### src/rtl/filter_luma_8tap.sv
// 8-tap luma interpolation actor: multi-flux FIFO inputs, two-stage registered MAC,
// in-order output with backpressure. Interface bundles are flattened into packed per-port arrays.
module filter_luma_8tap #(
    parameter int FLUX        = 2,
    parameter int COEFF_WIDTH = 9,
    parameter int PIX_WIDTH   = 8,
    parameter int OUT_WIDTH   = 16,
    parameter int SHIFT       = 0,
    localparam int TAG_WIDTH  = $clog2(FLUX)
) (
    input  logic                                     clk,
    input  logic                                     rst_n,
    input  logic [7:0][TAG_WIDTH+COEFF_WIDTH-1:0]    i_c_dout,
    input  logic [7:0][FLUX-1:0]                     i_c_empty,
    output logic [7:0][FLUX-1:0]                     o_c_read,
    input  logic [7:0][TAG_WIDTH+PIX_WIDTH-1:0]      i_p_dout,
    input  logic [7:0][FLUX-1:0]                     i_p_empty,
    output logic [7:0][FLUX-1:0]                     o_p_read,
    output logic [TAG_WIDTH+OUT_WIDTH-1:0]           o_y_din,
    output logic                                     o_y_write,
    input  logic [FLUX-1:0]                          i_y_full
);

    localparam int PROD_W = COEFF_WIDTH + PIX_WIDTH + 1;
    localparam int SUM_W  = PROD_W + 3;
    localparam int ROUND  = (SHIFT > 0) ? (1 << ((SHIFT > 0) ? SHIFT - 1 : 0)) : 0;

    logic [FLUX-1:0]             w_ready;
    logic                        w_any;
    logic [TAG_WIDTH-1:0]        w_tag;
    logic                        w_advance;
    logic                        w_fire;
    logic [FLUX-1:0]             w_onehot;
    logic signed [PROD_W-1:0]    w_prod [8];
    logic signed [SUM_W-1:0]     w_sum;
    logic signed [SUM_W-1:0]     w_rnd;
    logic signed [SUM_W-1:0]     w_shift;
    logic                        w_unused_tag_bits;

    logic                        r_s1_valid;
    logic [TAG_WIDTH-1:0]        r_s1_tag;
    logic signed [PROD_W-1:0]    r_s1_prod [8];
    logic                        r_s2_valid;
    logic [TAG_WIDTH-1:0]        r_s2_tag;
    logic [OUT_WIDTH-1:0]        r_s2_data;

    always_comb begin
        w_ready = '1;
        for (int unsigned k = 0; k < 8; k++) begin
            w_ready &= ~(i_c_empty[k] | i_p_empty[k]);
        end
    end

    // Scan from the top so the lowest ready flux wins.
    always_comb begin
        w_any = 1'b0;
        w_tag = '0;
        for (int unsigned f = FLUX; f > 0; f--) begin
            if (w_ready[f-1]) begin
                w_any = 1'b1;
                w_tag = TAG_WIDTH'(f - 1);
            end
        end
    end

    assign w_advance = !r_s2_valid || !i_y_full[r_s2_tag];
    // Reads are combinational, so they must be gated off while reset is held.
    assign w_fire    = rst_n && w_any && w_advance;
    assign w_onehot  = FLUX'(1) << w_tag;

    always_comb begin
        for (int unsigned k = 0; k < 8; k++) begin
            o_c_read[k] = w_fire ? w_onehot : '0;
            o_p_read[k] = w_fire ? w_onehot : '0;
        end
    end

    always_comb begin
        w_unused_tag_bits = 1'b0;
        for (int unsigned k = 0; k < 8; k++) begin
            w_prod[k] = PROD_W'($signed(i_c_dout[k][COEFF_WIDTH-1:0]))
                      * $signed({1'b0, i_p_dout[k][PIX_WIDTH-1:0]});
            w_unused_tag_bits ^= ^{i_c_dout[k][TAG_WIDTH+COEFF_WIDTH-1:COEFF_WIDTH],
                                   i_p_dout[k][TAG_WIDTH+PIX_WIDTH-1:PIX_WIDTH]};
        end
    end

    always_comb begin
        w_sum = '0;
        for (int unsigned k = 0; k < 8; k++) begin
            w_sum += SUM_W'(r_s1_prod[k]);
        end
        w_rnd   = w_sum + SUM_W'(ROUND);
        w_shift = w_rnd >>> SHIFT;
    end

    always_ff @(posedge clk or negedge rst_n) begin
        if (!rst_n) begin
            r_s1_valid <= 1'b0;
            r_s1_tag   <= '0;
            for (int unsigned k = 0; k < 8; k++) begin
                r_s1_prod[k] <= '0;
            end
            r_s2_valid <= 1'b0;
            r_s2_tag   <= '0;
            r_s2_data  <= '0;
        end else begin
            if (w_fire) begin
                r_s1_valid <= 1'b1;
                r_s1_tag   <= w_tag;
                for (int unsigned k = 0; k < 8; k++) begin
                    r_s1_prod[k] <= w_prod[k];
                end
            end else if (w_advance) begin
                r_s1_valid <= 1'b0;
            end
            if (w_advance) begin
                r_s2_valid <= r_s1_valid;
                r_s2_tag   <= r_s1_tag;
                r_s2_data  <= OUT_WIDTH'(w_shift);
            end
        end
    end

    assign o_y_write = r_s2_valid && !i_y_full[r_s2_tag];
    assign o_y_din   = {r_s2_tag, r_s2_data};

endmodule

### config.mk
export PLATFORM = sky130hd
export DESIGN_NAME = filter_luma_8tap
export DESIGN_NICKNAME = d
export VERILOG_FILES = /design/src/rtl/filter_luma_8tap.sv
export SDC_FILE = /design/constraint.sdc
export NUM_CORES = 2
export LEC_CHECK = 0
export ABC_CLOCK_PERIOD_IN_PS = 6000
export BUFFER_PORTS_ARGS = -buffer_cell sky130_fd_sc_hd__buf_2
export CAP_MARGIN = 20
export CORE_MARGIN = 3
export CORE_UTILIZATION = 25
export DETAILED_ROUTE_END_ITERATION = 6
export PLACE_DENSITY = 0.43
export SLEW_MARGIN = 20
export SYNTH_ARGS = -nofsm -noshare
export SYNTH_HDL_FRONTEND = slang
export SYNTH_SLANG_ARGS = --single-unit
### constraint.sdc
create_clock -name clk -period 6 [get_ports clk]
set_input_delay 0.6 -clock clk [delete_from_list [all_inputs] [get_ports clk]]
set_output_delay 0.6 -clock clk [all_outputs]
set_load 0.1 [all_outputs]
== Word level (Yosys, flattened, before mapping) ==
Cells that the tools add are included.

* Bitwise logic cells: 23
* Divide/modulo/power cells: 0
* Reduce and logical (&&, ||, !) cells: 7
* Mux-type cells: 8
* Magnitude comparators: 1
* Add/subtract/negate cells: 7
* Eq/ne operators: 0
* $mul: 8
* Shifts and indexed selects: 1

{| class="wikitable"
|+ Operators with widths
! kind !! count
|-
| $mul A9 B9 Y16 || 8
|-
| $add A16 B16 Y16 || 7
|-
| $not A2 Y2 || 8
|-
| $or A2 B2 Y2 || 8
|-
| $and A2 B2 Y2 || 7
|-
| $mux W1 || 7
|-
| $logic_and A1 B1 Y1 || 3
|-
| $logic_not A1 Y1 || 2
|-
| $lt A1 B2 Y1 const B || 1
|-
| $mux W2 || 1
|-
| $reduce_bool A2 Y1 || 1
|-
| $shl A1 B1 Y2 const A || 1
|-
| $logic_or A1 B1 Y1 || 1
|}

* Output and inout bits: 50
* Memories kept: 0
* Register bits: 148
* RAM bits: 0
* Bits in latches: 0
* Input port bits: 188
* ROM bits: 0

== Logic depth before layout (Yosys ltp) ==
* Depth after elaboration: 14
* Depth in mapped cells: 18
* Mapped depth without buffers: 17

== Least setup slack after synthesis ==
No wires, ideal clock.

* Path kind: input to output
* Start: input port i_p_empty[9] (netlist name)
* End: output port o_c_read[11] (netlist name)
* Buffers on the path: 1
* Arrival time: 4776 ps
* Cell stages on the path: 4
* Data required time: 5400 ps
* Slack: 624 ps
* Path through: nor4_1 nand4_1 nor3b_1 buf_4

{| class="wikitable"
|+ RTL lines
! item !! line !! source
|-
| start, declared || 17 || <nowiki>input logic [7:0][FLUX-1:0] i_p_empty,</nowiki>
|-
| end, declared || 15 || <nowiki>output logic [7:0][FLUX-1:0] o_c_read,</nowiki>
|}

== Worst setup path after layout ==
* Start: register r_s1_prod[38] (netlist name)
* End: register r_s2_data[10]

* Longest elaborated chain between the ends: 3

{| class="wikitable"
|+ Ends and longest elaborated chain
! item !! line !! source
|-
| start, declared || 42 || <nowiki>logic signed [PROD_W-1:0] r_s1_prod [8];</nowiki>
|-
| start signal, assigned by index || 112 || <nowiki>r_s1_prod[k] <= w_prod[k];</nowiki>
|-
| $add A16 B16 Y16 (3 in a row) || 91 || <nowiki>w_sum += SUM_W'(r_s1_prod[k]);</nowiki>
|-
| end signal, assigned || 120 || <nowiki>r_s2_data <= OUT_WIDTH'(w_shift);</nowiki>
|-
| end, declared || 45 || <nowiki>logic [OUT_WIDTH-1:0] r_s2_data;</nowiki>
|}

No other way between the ends.
A chain may end at the register's enable or synchronous reset.

==> results.md <==
* Max Slew Vio Count at 0
* WL/cell at between 15 and 20 µm
* Setup TNS at 0 ps
* Max Clock Skew at 9.831 ps
* DRC viols at 0
* Initial Utilization at between 20% and 30%
* Post-synth top cells: inv_1, fa_1, nand2_1
* Worst setup startpoint: r_s1_prod[38]$_DFFE_PN0P_
* Synth top area share at 35.92%
* Launch point of the worst reg-to-reg path: r_s1_prod[38]$_DFFE_PN0P_
* DP HPWL at between 60000 and 70000 µm
* Post-cts resize count at 0
* Class of the worst hold path: in -> async
* Syn nets at between 4k and 5k
* Htree depth at 4
* MaxCap Viol Count at 0
* Synthesized area per cell at a little under 9 µm²
* Post-synth EDFFs at 0
* CP Launch Type: register
* Worst-Skew Late Latency at between 400 and 500 ps
* Top Ports at about 240
* Die ar. at around 120000 µm²
* Hold buffers post-CTS at 0
* GR Overflow Total at 0
* Gpl congestion at between 0.7 and 0.8
* Top-count cell post-synth: inv_1
* Setup Fix Bufs, Post-CTS at 0
* Clk buf depth at 2
* Layout cells sized above 1 at a little under a tenth
* Final Hold Viols at 0
* Die width at between 300 and 400 µm
* Primary FF master, synth: dfrtp_1
* Worst EP arrival at about 5000 ps
* PortBufs at roughly 220
* VDD IR max at between 150 and 200 µV
* Post-route cell area at 32530 µm²
* Lkg Pwr at approximately 17 nW
* Synth unique cells at 60
* Synth warnings at 0
* Met3 Use GR at 1.383%
* CTS buffer count at 17
* Rows at ~130
* Crit path required time at ~6400 ps
* Synth area leader: fa_1
* Top Usage Layer GRT: met2
* CP Class: reg -> reg
* Dpl cells at between 4k and 5k
* Met2 Usage GRT at 22.21%
* Vias in the first global route at ~23k
* Final setup fails at 0
* PwrDens at approximately 270 nW/µm²
* Asr flop ratio synth at 100.0%
* Via count at a little over 20k
* Fin Hold WS at roughly 24 ps
* Iter 0 DRT Violations at about 700
* Placed cell areas at 31930 µm²
* Synthesized cell area at around 29000 µm²
* Non-filler cells, final at 4978
* P&R area growth vs syn at 10.75%
* Post-route minimum period at approximately 4600 ps
* Pin count of the biggest net entering global routing at 88
* Nets at between 4k and 5k
* Final setup margin at ~1400 ps
* Seq cells post-synth at 148
* First-pass GRT wire length at approximately 130000 µm
* DRT Pass-1 Iters at 4
* Area contributors post-synth: fa_1, dfrtp_1, ha_1
* Tcrit/Tclk final at 76.92%
* ANT nets after route at 0
* F_max at roughly 220 MHz
* # clock sinks at around 150
* TritonCTS clock tree: done
* Root Buffer: clkbuf_16
* Slew @ Worst Pin at between 900 and 1000 ps
* Critical Path Sink Type: register
* Met1 Track Usage GR at ~18%
* Instance count of the mapped netlist at about 3.3k
* Clock-pin slew on the worst setup and hold paths at ~70 ps
* Initial antenna violation count at 3
* Setup repair after global routing missed its margin: no
* Outcome: complete, no violations
* Setup WS pre-CTS at approximately 1000 ps
* DR vias/cell at between 4 and 5
* Core Area at ~120000 µm²
* Total GRT Usage at 12.96%
* Die H at about 350 µm
* WL final at roughly 75000 µm
* Seq/Total Area, Yosys at 12.61%
* CP Max Fanout at 4
* Slew margin rel. at between 30% and 40%
==> flip-flops by register name (all words and copies together), names as in the netlist <==
register / cells
r_s1_prod: 128
r_s2_data: 16
r_s1_tag: 1
r_s1_valid: 1
r_s2_tag: 1
r_s2_valid: 1
==> metal layers <==
layer	share of wire, %	wire (µm)	up-vias
met3	2.5	1859	42
met2	48	36080	194
met1	48	36500	10170
met4	1.3	990	4
met5	0.030	23	-
li1	-	-	10180
==> metrics by stage <==
step                      util [%]  power, mW
after floorplan                  -      6.100
after global placement       27.44      7.947
after detailed placement     27.44      7.893
after CTS                    27.95      9.100
after global routing         27.96      10.08
final                        27.96      8.867
==> layout by cell type (no fill, tap or decap), types with 69 or more instances in the layout <==
cell     synthesis  routed
a21oi_1         69      69
and2_1         284     284
buf_2           18     220
dfrtp_1        148     148
fa_1           527     527
ha_1           264     264
inv_1          861     861
nand2_1        448     448
o21ai_0        121     121
xnor2_1         71      71
==> worst max-delay path, cell delays in order, from the launching register on <==
cell and delay (ps):
dfrtp_1 360, inv_1 170, fa_1 450, inv_1 80, fa_1 440, fa_1 500, inv_1 50, fa_1 440
inv_1 80, ha_1 160, inv_1 60, fa_1 450, nor2b_1 130, o21ai_1 70, a21boi_0 190, buf_4 170
o21ai_1 130, xnor2_1 400, mux2_2 230
==> worst paths after layout <==
kind / to / slack, ps / cells past startpoint
hold reg to reg: r_s2_valid$_DFFE_PN0P_ / 460 / 1
setup reg to reg: r_s2_data[10]$_DFFE_PN0P_ / 1380 / 18
max in group asynchronous: r_s1_prod[32]$_DFFE_PN0P_ / 4690 / 2
setup / recovery: r_s2_data[10]$_DFFE_PN0P_ / 1380 / 18
hold / removal: r_s2_data[1]$_DFFE_PN0P_ / 20 / 1
min in group clk: r_s2_tag$_DFFE_PN0P_ / 430 / 3
==> power by group <==
part	internal, mW	switching, mW	leakage (nW)
Sequential	1.01	0.00705	1.73
Clock	0.614	0.501	0.283
Combinational	2.78	3.96	14.9
==> cell type report <==
class	count	area [µm²]
antenna	2	5.005
clock buffer	21	470.5
clock inverter	11	113.9
fill	12650	83830
inverter	861	3232
multi-input combinational	2180	21870
sequential	148	3704
tap	1524	1907
timing repair buffer	231	1225
==> cell families after synthesis <==
group           share of synthesized area [%]
xor+xnor                                3.548
compound gates                          8.477
simple gates                            15.11
mux                                   0.07241
fa+ha+maj                               47.16
buf+inv                                 13.02
flops                                   12.61
Note: power is estimated with default switching activity, not from simulation.
